[src/rtl/bit_serial_adder_pkg.sv]
// rtl/bit_serial_adder_pkg.sv - shared FSM encodings and sizing helper for the bit-serial adder
package bit_serial_adder_pkg;

    typedef enum logic [1:0] {
        ST_IDLE = 2'd0,
        ST_RUN  = 2'd1,
        ST_DONE = 2'd2
    } state_t;

    // Bit counter must address W positions but never collapse to zero width.
    function automatic int cnt_width(input int w);
        return (w > 1) ? $clog2(w) : 1;
    endfunction

endpackage

[src/rtl/full_adder_cell.sv]
// rtl/full_adder_cell.sv - full adder composed of two half adders and an OR of their carries
module full_adder_cell (
    output logic s,
    output logic co,
    input  logic x,
    input  logic y,
    input  logic ci
);

    logic s0;
    logic c0;
    logic c1;

    half_adder u_ha0 (.s(s0), .c(c0), .x(x),  .y(y));
    half_adder u_ha1 (.s(s),  .c(c1), .x(s0), .y(ci));

    assign co = c0 | c1;

endmodule

[src/rtl/half_adder.sv]
// rtl/half_adder.sv - single-bit half adder
module half_adder (
    output logic s,
    output logic c,
    input  logic x,
    input  logic y
);

    assign s = x ^ y;
    assign c = x & y;

endmodule

[src/rtl/bit_serial_adder.sv]
// rtl/bit_serial_adder.sv - W-bit adder that resolves one bit per clock, LSB first, over valid/ready
module bit_serial_adder
    import bit_serial_adder_pkg::*;
#(
    parameter int W = 8
) (
    input  logic         clk,
    input  logic         rst_n,
    input  logic         in_valid,
    output logic         in_ready,
    input  logic [W-1:0] a,
    input  logic [W-1:0] b,
    input  logic         cin,
    output logic         out_valid,
    input  logic         out_ready,
    output logic [W-1:0] sum,
    output logic         cout
);

    localparam int CW = cnt_width(W);

    state_t        state;
    state_t        state_nxt;
    logic [W-1:0]  a_sr;
    logic [W-1:0]  b_sr;
    logic [W-1:0]  sum_sr;
    logic [W-1:0]  sum_shift;
    logic [W-1:0]  sum_q;
    logic          carry;
    logic          cout_q;
    logic [CW-1:0] count;
    logic          fa_s;
    logic          fa_co;
    logic          last_bit;

    full_adder_cell u_fa (
        .s  (fa_s),
        .co (fa_co),
        .x  (a_sr[0]),
        .y  (b_sr[0]),
        .ci (carry)
    );

    assign last_bit  = (state == ST_RUN) && (count == CW'(W - 1));
    assign sum_shift = (sum_sr >> 1) | (W'(fa_s) << (W - 1));

    always_ff @(posedge clk or negedge rst_n) begin
        if (!rst_n) begin
            state <= ST_IDLE;
        end else begin
            state <= state_nxt;
        end
    end

    always_comb begin
        state_nxt = state;
        case (state)
            ST_IDLE: if (in_valid)  state_nxt = ST_RUN;
            ST_RUN:  if (last_bit)  state_nxt = ST_DONE;
            ST_DONE: if (out_ready) state_nxt = ST_IDLE;
            default:                state_nxt = ST_IDLE;
        endcase
    end

    always_comb begin
        in_ready  = (state == ST_IDLE);
        out_valid = (state == ST_DONE);
    end

    // Result registers are separate from sum_sr so the presented sum stays put
    // through the next operation's RUN phase.
    always_ff @(posedge clk or negedge rst_n) begin
        if (!rst_n) begin
            a_sr   <= '0;
            b_sr   <= '0;
            sum_sr <= '0;
            carry  <= 1'b0;
            count  <= '0;
            sum_q  <= '0;
            cout_q <= 1'b0;
        end else begin
            case (state)
                ST_IDLE: begin
                    if (in_valid) begin
                        a_sr   <= a;
                        b_sr   <= b;
                        sum_sr <= '0;
                        carry  <= cin;
                        count  <= '0;
                    end
                end
                ST_RUN: begin
                    a_sr   <= a_sr >> 1;
                    b_sr   <= b_sr >> 1;
                    sum_sr <= sum_shift;
                    carry  <= fa_co;
                    count  <= count + 1'b1;
                    if (last_bit) begin
                        sum_q  <= sum_shift;
                        cout_q <= fa_co;
                    end
                end
                default: ;
            endcase
        end
    end

    assign sum  = sum_q;
    assign cout = cout_q;

endmodule

[config.mk]
export PLATFORM = sky130hd
export DESIGN_NAME = bit_serial_adder
export DESIGN_NICKNAME = d
export VERILOG_FILES = /design/src/rtl/bit_serial_adder_pkg.sv /design/src/rtl/full_adder_cell.sv /design/src/rtl/half_adder.sv /design/src/rtl/bit_serial_adder.sv
export SDC_FILE = /design/constraint.sdc
export NUM_CORES = 1
export LEC_CHECK = 0
export CAP_MARGIN = 15
export CORE_UTILIZATION = 51
export CTS_CLUSTER_SIZE = 14
export DETAILED_ROUTE_END_ITERATION = 16
export PLACE_DENSITY = 0.78
export SYNTH_ARGS = -nofsm -noshare
export SYNTH_HDL_FRONTEND = slang
export SYNTH_SLANG_ARGS = --single-unit
[constraint.sdc]
create_clock -name clk -period 2.1 [get_ports clk]
set_clock_uncertainty 0.15 [all_clocks]
set_input_delay 0.42 -clock clk [delete_from_list [all_inputs] [get_ports clk]]
set_output_delay 0.42 -clock clk [all_outputs]
set_load 0.05 [all_outputs]
==> results_dict.tcl, run 1 <==
set metrics [dict create \
    max-slew-margin-rel 0.6482 \
    worstPathCellList "buf_4 > nor2_2 > buf_12" \
    dp_slack_ps 209.1 \
    rr_endpoint "sum[4]" \
    crit_path_max_incr_delay_ps 500 \
    max-cap-violations 0 \
    ctsHtreeMaxLevel 2 \
    place_area_mm2 0.002122 \
    min_period_ps 1999 \
    viasPerCell 5.706 \
    critical_path_class "reg -> out" \
    gp_congestion 0.7435 \
    worst_pin_slew_ps 526.1 \
    path_clk_slew_ps 120 \
    vias 1244 \
    critPathSlowestCell "dfrtp_1" \
    yosys_warnings 0 \
    powerDensity_mw_per_mm2 1504 \
    cp-end-kind "output port" \
    syn_area_mm2 0.001749 \
    start_util 0.5548 \
    grt_pass1_wl_um 5671 \
    antenna_cells 0 \
    cts_tree "done" \
    grt_pass1_vias 1188 \
    power_mw 3.379 \
    port_buffers 31 \
    finalMaxSlewViolations 0 \
    required_ps 1530 \
    peakVddDrop_mv 0.7489 \
    hpwl_um 2280 \
    cp.arrival_ps 1430 \
    grt_antenna_before_repair 0 \
    num_rows 20 \
    ff2ff_path_depth 4 \
    core_mm2 0.003153 \
    die_h_um 60.57 \
    reg2reg_slack_ps 240 \
    drtIter0Drc 35 \
    synth-compound-area-share 0.1459 \
    grt_setup_unrepaired "no" \
    wl_per_cell_um 15.72 \
    fin_area_mm2 0.002247 \
    drt_pre_antenna_iters 4 \
    cts_buffer_depth 2 \
    wl_um 3428 \
    globalRouteOverflowTotal 0 \
    grt_usage 0.2175 \
    io_pins 32 \
    hold_buffers 0 \
    remaining_drc_errors 0 \
    fin_crit_sh 0.9519 \
    synthDistinctLibCells 28 \
    synth_fa_ha_area_frac 0.02575 \
    regToRegStartpoint "count[0]" \
    ys_ff_latch 38 \
    clock_latency_ps 350 \
    status "finished clean" \
    cts_root_buffer "clkbuf_4" \
    synthXorXnorAreaFrac 0 \
    cp_max_fo 12 \
    setup_viol 0 \
    area_growth_pct 28.47 \
    crit_path_start_kind "register" \
    synth_top_family_by_area "simple AND/OR/NAND/NOR gates" \
    dieArea_mm2 0.003668 \
    synth_mux_area_frac 0.06366 \
    fill_cells 254 \
    fmax_ghz 0.5002 \
    ant_nets 0 \
    final_nets 197 \
    synth_area_per_cell_um2 12.49 \
    hold_viol 0 \
    stdcell_count 218 \
    grt_start_max_net_pins 39 \
    setup_tns_ps 0 \
    drive_above_1_share 0.1322 \
    synthCells 140 \
    cellLeakagePower_nw 1.068 \
    place_inst 210 \
    worst_slack_ps 101.0 \
    hold_class "in -> async" \
    clock_sinks 38 \
    yosysSeqAreaShare 0.5436 \
    yosys.area_share.simple 0.1466 \
    syn_nets 164 \
    die_x_um 60.57 \
    numCtsBuffers 5 \
]
## critical path: cells and delay by family (launching register included)
kind          cells  cell delay, ps
simple gates      1             180
buf+inv           2             390
flops             1             500
## cell families (layout without fill, tap and decap cells)
| logic type | after synthesis | after routing |
|---|---|---|
| multiplexers | 10 | 10 |
| buffers and inverters | 26 | 60 |
| AND/OR/NAND/NOR | 33 | 33 |
| adder cells (fa/ha/maj) | 3 | 3 |
| flip-flops | 38 | 38 |
| AO/OA/AOI/OAI | 30 | 30 |
## per-stage QoR
step,hold slack (ps),util
after floorplan,-25.59,-
after global placement,322.1,0.6730
after detailed placement,330.5,0.6730
after CTS,344.7,0.7060
after global routing,370.5,0.7127
final,338.1,0.7127
## layout make-up
cell class	instances	area (um^2)	area share
clock buffer	5	37.54	0.01670
clock inverter	3	68.82	0.03062
inverter	14	52.55	0.02339
multi-input combinational	76	670.6	0.2984
sequential	38	952.2	0.4237
tap	44	55.05	0.02450
timing repair buffer	38	410.4	0.1826
## synthesized netlist by cell type (all sizes together)
cell | n | area share
and2b | 1 | 0.0043
a32o | 1 | 0.0057
o21bai | 1 | 0.0064
mux2 | 9 | 0.058
nand3b | 1 | 0.0043
nor4b | 11 | 0.055
fa | 1 | 0.011
buf | 12 | 0.044
dfrtp | 38 | 0.54
a211oi | 11 | 0.047
or4b | 2 | 0.011
o221a | 2 | 0.013
a221o | 1 | 0.0057
ha | 2 | 0.014
inv | 14 | 0.030
a222oi | 2 | 0.011
nand2b | 2 | 0.0072
and2 | 1 | 0.0036
a21oi | 1 | 0.0029
nor3b | 12 | 0.052
o21ai | 1 | 0.0029
nor2b | 2 | 0.0072
nor2 | 1 | 0.0021
a22o | 9 | 0.045
o21ba | 1 | 0.0057
mux2i | 1 | 0.0057
## how the worst max path moves through the flow
stage,cells past startpoint,to,start
after floorplan,2,in_ready,state[0]
after detailed placement,4,a_sr[0],in_valid
after global routing,3,in_ready,state[0]
after CTS,1,sum[4],sum[4]
final,3,in_ready,state[0]
after global placement,3,carry,in_valid
## layer usage
metal / wire length, um / GRT usage / part of all wire
met1: 1512 / 0.2752 / 0.44
met2: 1681 / 0.3564 / 0.49
met3: 192 / 0.07036 / 0.056
met4: 40 / 0.06818 / 0.012
met5: 0 / 0 / 0
## power breakdown
group	internal [mW]	switching [mW]	leakage [nW]
clock	0.372	0.252	0.0554
combinational	0.666	0.804	0.549
sequential	1.06	0.220	0.463
total	2.10	1.28	1.07
## state kept, by name, summed over array words and instances (netlist names)
register / cells
a_sr: 8
count: 3
sum: 8
carry: 1
cout: 1
sum_sr: 7
b_sr: 8
state: 2
## layout by cell type, fill, tap and decap left out
| cell type | count |
|---|---|
| a211oi_1 | 11 |
| a21oi_1 | 1 |
| a221o_1 | 1 |
| a222oi_1 | 2 |
| a22o_1 | 9 |
| a32o_1 | 1 |
| and2_1 | 1 |
| and2b_1 | 1 |
| buf_12 | 3 |
| buf_4 | 6 |
| bufinv_16 | 2 |
| clkbuf_4 | 5 |
| clkdlybuf4s50_1 | 20 |
| clkinv_4 | 1 |
| dfrtp_1 | 37 |
| dfrtp_2 | 1 |
| dlygate4sd2_1 | 2 |
| dlymetal6s2s_1 | 7 |
| fa_1 | 1 |
| ha_1 | 2 |
| inv_1 | 14 |
| mux2_1 | 9 |
| mux2i_1 | 1 |
| nand2b_1 | 2 |
| nand3b_1 | 1 |
| nor2_2 | 1 |
| nor2b_1 | 2 |
| nor3b_1 | 12 |
| nor4b_1 | 11 |
| o21ai_1 | 1 |
| o21ba_2 | 1 |
| o21bai_2 | 1 |
| o221a_2 | 2 |
| or4b_1 | 2 |
## what timing repair did
item                       4_1_cts  5_1_grt
setup endpoints to repair        2        9
setup buffers                    0        0
resized for setup                2        9
pin swaps                        0        0
Power figures use the tool's default switching activity.
==> run 2: changes to the inputs <==
CORE_MARGIN = 5   (was unset)
CORE_UTILIZATION = 46   (was 51)
PLACE_DENSITY = 0.74   (was 0.78)
clock period = 1.77 ns   (was 2.1 ns; I/O delays follow)
==> run 2 against run 1 <==
Clock power up 14%. Hold slack got worse by 45 ps. Utilization is 7.5 points lower. Sequential power up 19%. Critical endpoint unchanged. Cell count grew 3.2%. Non-clock buffer count increased by 3. Die area grew 40%. Combinational power is 30% higher. First-iteration DRC count up 110%. Setup slack got worse by 90 ps. Sequential share of layout area decreased by 1.5 points. Largest cell class unchanged. Total power up 23%.
==> results_dict.tcl, run 2 (same netlist as run 1, synthesis figures left out) <==
set metrics [dict create \
    status "finished clean" \
    worstPathCellList "buf_12 > nor2_2 > buf_12" \
    vias 1221 \
    switching_share 0.3729 \
    die_x_um 71.67 \
    critPathMostFrequentCell "buf_12" \
    grt_start_max_net_pins 39 \
    crit_path_start_kind "register" \
    remaining_drc_errors 0 \
    grt_antenna_before_repair 0 \
    min_period_ps 1759 \
    drt_pre_antenna_iters 4 \
    top_layer "met4" \
    setup_viol 0 \
    die_h_um 71.67 \
    cts_root_buffer "clkbuf_8" \
    dr_wl_met3_um 170 \
    ant_nets 0 \
    globalRouteOverflowTotal 0 \
    path_clk_slew_ps 70 \
    grt_usage 0.1496 \
    p_clk_frac 0.171 \
    worst_pin_slew_ps 366.0 \
    required_ps 1270 \
    grt_pass1_wl_um 6030 \
    peakVddDrop_mv 0.7660 \
    worst_slack_ps 11.31 \
    critical_path_class "reg -> out" \
    critPathSlowestCell "dfrtp_2" \
    hold_class "in -> async" \
    hold_buffers 0 \
    clock_sinks 38 \
    ctsHtreeMaxLevel 2 \
    cts_tree "done" \
    switching_power_mw 1.554 \
    fmax_ghz 0.5686 \
    drtIter0Drc 72 \
    max-cap-violations 0 \
    ff2ff_path_depth 5 \
    final_common_cell "dfrtp_1" \
    max-slew-margin-rel 0.7560 \
    setup_tns_ps 0 \
    reg2reg_slack_ps 80 \
    place_inst 216 \
    core_mm2 0.003661 \
    power_mw 4.168 \
    viasPerCell 5.427 \
    start_util 0.4778 \
    fin_crit_sh 0.9936 \
    hold_ws_ps 293.3 \
    pwr-share-comb 0.459 \
    numCtsBuffers 5 \
    antenna_cells 0 \
    cp_max_fo 15 \
    drive_above_1_share 0.2034 \
    clock_latency_ps 290 \
    cellLeakagePower_nw 1.031 \
    port_buffers 31 \
    grt_setup_unrepaired "yes" \
    num_rows 22 \
    met2_length_um 1777 \
    io_pins 32 \
    hold_viol 0 \
    drt-met1-wl_um 1500 \
    dieArea_mm2 0.005136 \
    final_cell_mix "dfrtp_1, clkdlybuf4s50_1, inv_1" \
    cp.arrival_ps 1250 \
    wl_per_cell_um 15.60 \
    cts_buffer_depth 2 \
    internal_power_mw 2.614 \
    power_frac_seq 0.370 \
    powerDensity_mw_per_mm2 1786 \
    place_area_mm2 0.002197 \
    wl_um 3510 \
    grt_pass1_vias 1342 \
    post-route-util 0.6374 \
    cp-end-kind "output port" \
    cts_setup_buffers 0 \
    final_nets 200 \
    fin_area_mm2 0.002333 \
    hpwl_um 2452 \
    area_growth_pct 33.40 \
    finalMaxSlewViolations 0 \
    stdcell_count 225 \
    dp_slack_ps -20.44 \
    crit_path_max_incr_delay_ps 460 \
    gp_congestion 0.8179 \
]
[run 2: final cells by class]
class	count	area, um^2
Clock inverter	3	40.04
Clock buffer	5	68.82
Timing Repair Buffer	41	488.0
Sequential cell	38	953.4
Multi-Input combinational cell	76	670.6
Tap cell	48	60.06
Fill cell	295	1328
Inverter	14	52.55
[run 2: repair_timing]
item,4_1_cts,5_1_grt
pin swaps,0,0
hold endpoints to repair,0,0
resized for setup,1,1
setup endpoints to repair,1,2
gates cloned,0,1
[run 2: path summary, 6_finish.rpt]
| check | start | to |
|---|---|---|
| setup / recovery | state[1] | in_ready |
| hold / removal | rst_n | a_sr[5] |
| setup reg to reg | count[0] | sum[7] |
| hold reg to reg | count[0] | count[0] |
| max in group asynchronous | rst_n | state[0] |
| min in group clk | count[0] | count[0] |
[run 2: power by group through the flow]
stage	combinational (mW)	clock, mW	sequential (mW)
floorplan	0.983	0	1.79
global placement	1.83	0	1.53
detailed placement	1.90	0	1.56
CTS	1.91	0.729	1.54
global route	2.06	0.773	1.59
finish	1.91	0.712	1.54
[run 2: worst max-delay path, delay by kind of cell (launching register included)]
| kind | cells | cell delay (ps) |
|---|---|---|
| buffers and inverters | 2 | 320 |
| flip-flops | 1 | 460 |
| AND/OR/NAND/NOR | 1 | 180 |
[run 2: per-layer routing]
metal  GRT usage  up-vias
met5           0        -
met4     0.06889        0
met3     0.04208        8
met2      0.2459       26
met1      0.1817      602
li1            -      585
==> run 3: changes to the inputs <==
GPL_TIMING_DRIVEN = 0   (was unset)
PLACE_DENSITY = 0.82   (was 0.74)
==> run 3 against run 2 <==
Count of clock-buffer cells in the layout grew 1. Final area shrank 3.2%. Total power shrank 5.5%. Register-to-register slack is essentially flat. Non-clock buffer count grew 6. Critical endpoint unchanged. Largest power group unchanged.
==> results_dict.tcl, run 3 (same netlist as run 1, synthesis figures left out) <==
set metrics [dict create \
    cellLeakagePower_nw 1.032 \
    area_growth_pct 29.18 \
    wl_per_cell_um 16.30 \
    regArea_um2 950.9 \
    drive_above_1_share 0.1858 \
    remaining_drc_errors 0 \
    clock_latency_ps 290 \
    setup_viol 0 \
    cts_tree "done" \
    core_mm2 0.003661 \
    min_period_ps 1739 \
    switching_share 0.3965 \
    start_util 0.4778 \
    globalRouteOverflowTotal 0 \
    worst_pin_slew_ps 840.0 \
    peakVddDrop_mv 0.6836 \
    die_h_um 71.67 \
    cp-end-kind "output port" \
    hold_class "in -> async" \
    wl_um 3766 \
    fmax_ghz 0.5751 \
    grt_pass1_wl_um 6120 \
    num_rows 22 \
    finalMaxSlewViolations 0 \
    grt_antenna_before_repair 0 \
    crit_path_start_kind "register" \
    internal_power_mw 2.376 \
    fin_crit_sh 0.9824 \
    switching_power_mw 1.561 \
    hold_viol 0 \
    antenna_cells 0 \
    ctsHtreeMaxLevel 2 \
    ant_nets 0 \
    port_buffers 31 \
    power_frac_seq 0.379 \
    max-cap-violations 0 \
    grt_pass1_vias 1393 \
    setup_tns_ps 0 \
    cp_max_fo 10 \
    fill_cells 310 \
    hold_ws_ps 5.892 \
    required_ps 1270 \
    status "finished clean" \
    drt_pre_antenna_iters 4 \
    powerDensity_mw_per_mm2 1743 \
    p_clk_frac 0.158 \
    dieArea_mm2 0.005136 \
    final_common_cell "dfrtp_1" \
    drtIter0Drc 97 \
    clock_sinks 38 \
    cts_root_buffer "clkbuf_8" \
    critical_path_class "reg -> out" \
    final_nets 206 \
    grt_start_max_net_pins 39 \
    grt_usage 0.1541 \
    hpwl_um 2587 \
    cp.arrival_ps 1230 \
    multiInputGateArea_um2 683.2 \
    path_clk_slew_ps 80 \
    io_pins 32 \
    final_cell_mix "dfrtp_1, clkdlybuf4s50_1, inv_1" \
    vias 1265 \
    cts_buffer_depth 2 \
    post-route-util 0.6172 \
    max-slew-margin-rel 0.4400 \
    viasPerCell 5.476 \
    pwr-share-comb 0.463 \
    gp_congestion 0.8165 \
    die_x_um 71.67 \
    numCtsBuffers 5 \
]
[run 3: power groups by stage]
stage	sequential [mW]	clock [mW]	combinational, mW
after floorplan	1.79	0	0.983
after global placement	1.49	0	1.74
after detailed placement	1.52	0	1.80
after CTS	1.50	0.632	1.78
after global routing	1.54	0.670	1.98
final	1.49	0.623	1.82
[run 3: area by class of cell]
type | count | share of cell area
multi-input combinational | 76 | 0.3023
buffer | 12 | 0.03876
tap | 48 | 0.02658
clock buffer | 6 | 0.03654
inverter | 14 | 0.02326
sequential | 38 | 0.4208
timing repair buffer | 35 | 0.1462
clock inverter | 2 | 0.005537
[run 3: path summary, 6_finish.rpt]
kind	slack (ps)	to	depth (start not counted)	from
max	30	in_ready	3	state[1]
min	6	b_sr[0]	1	rst_n
max reg2reg	80	sum[5]	5	count[0]
min reg2reg	330	count[0]	1	count[0]
max in group asynchronous	930	b_sr[7]	1	rst_n
min in group clk	330	count[0]	1	count[0]
[run 3: repair_timing]
| item | CTS | global route |
|---|---|---|
| setup buffers | 1 | 3 |
| endpoints found under the setup margin | 13 | 4 |
| hold buffers | 0 | 0 |
| gates resized for setup | 25 | 5 |
| pin swaps | 0 | 1 |
[run 3: critical path: stages (launching register included)]
cell     delay [ps]
dfrtp_1         430
buf_6           170
nor2_4          150
buf_6           180
[run 3: stage by stage]
stage | instance area (um^2) | total power, mW | setup WS (ps) | std cells
6_report | 2260 | 3.938 | 31.15 | 231
5_1_grt | 2260 | 4.195 | -0.9927 | 231
4_1_cts | 2218 | 3.906 | 5.341 | 228
3_5_place_dp | 2117 | 3.325 | -432.5 | 219
3_3_place_gp | 2122 | 3.236 | -559.2 | 219
2_1_floorplan | 1752 | 2.774 | 151.5 | 140
[run 3: per-layer routing]
metal	vias to the layer above	track usage	wire, um
met4	0	0.03758	42
li1	598	-	-
met5	-	0	0
met1	620	0.1833	1599
met2	42	0.2643	1899
met3	5	0.05610	224
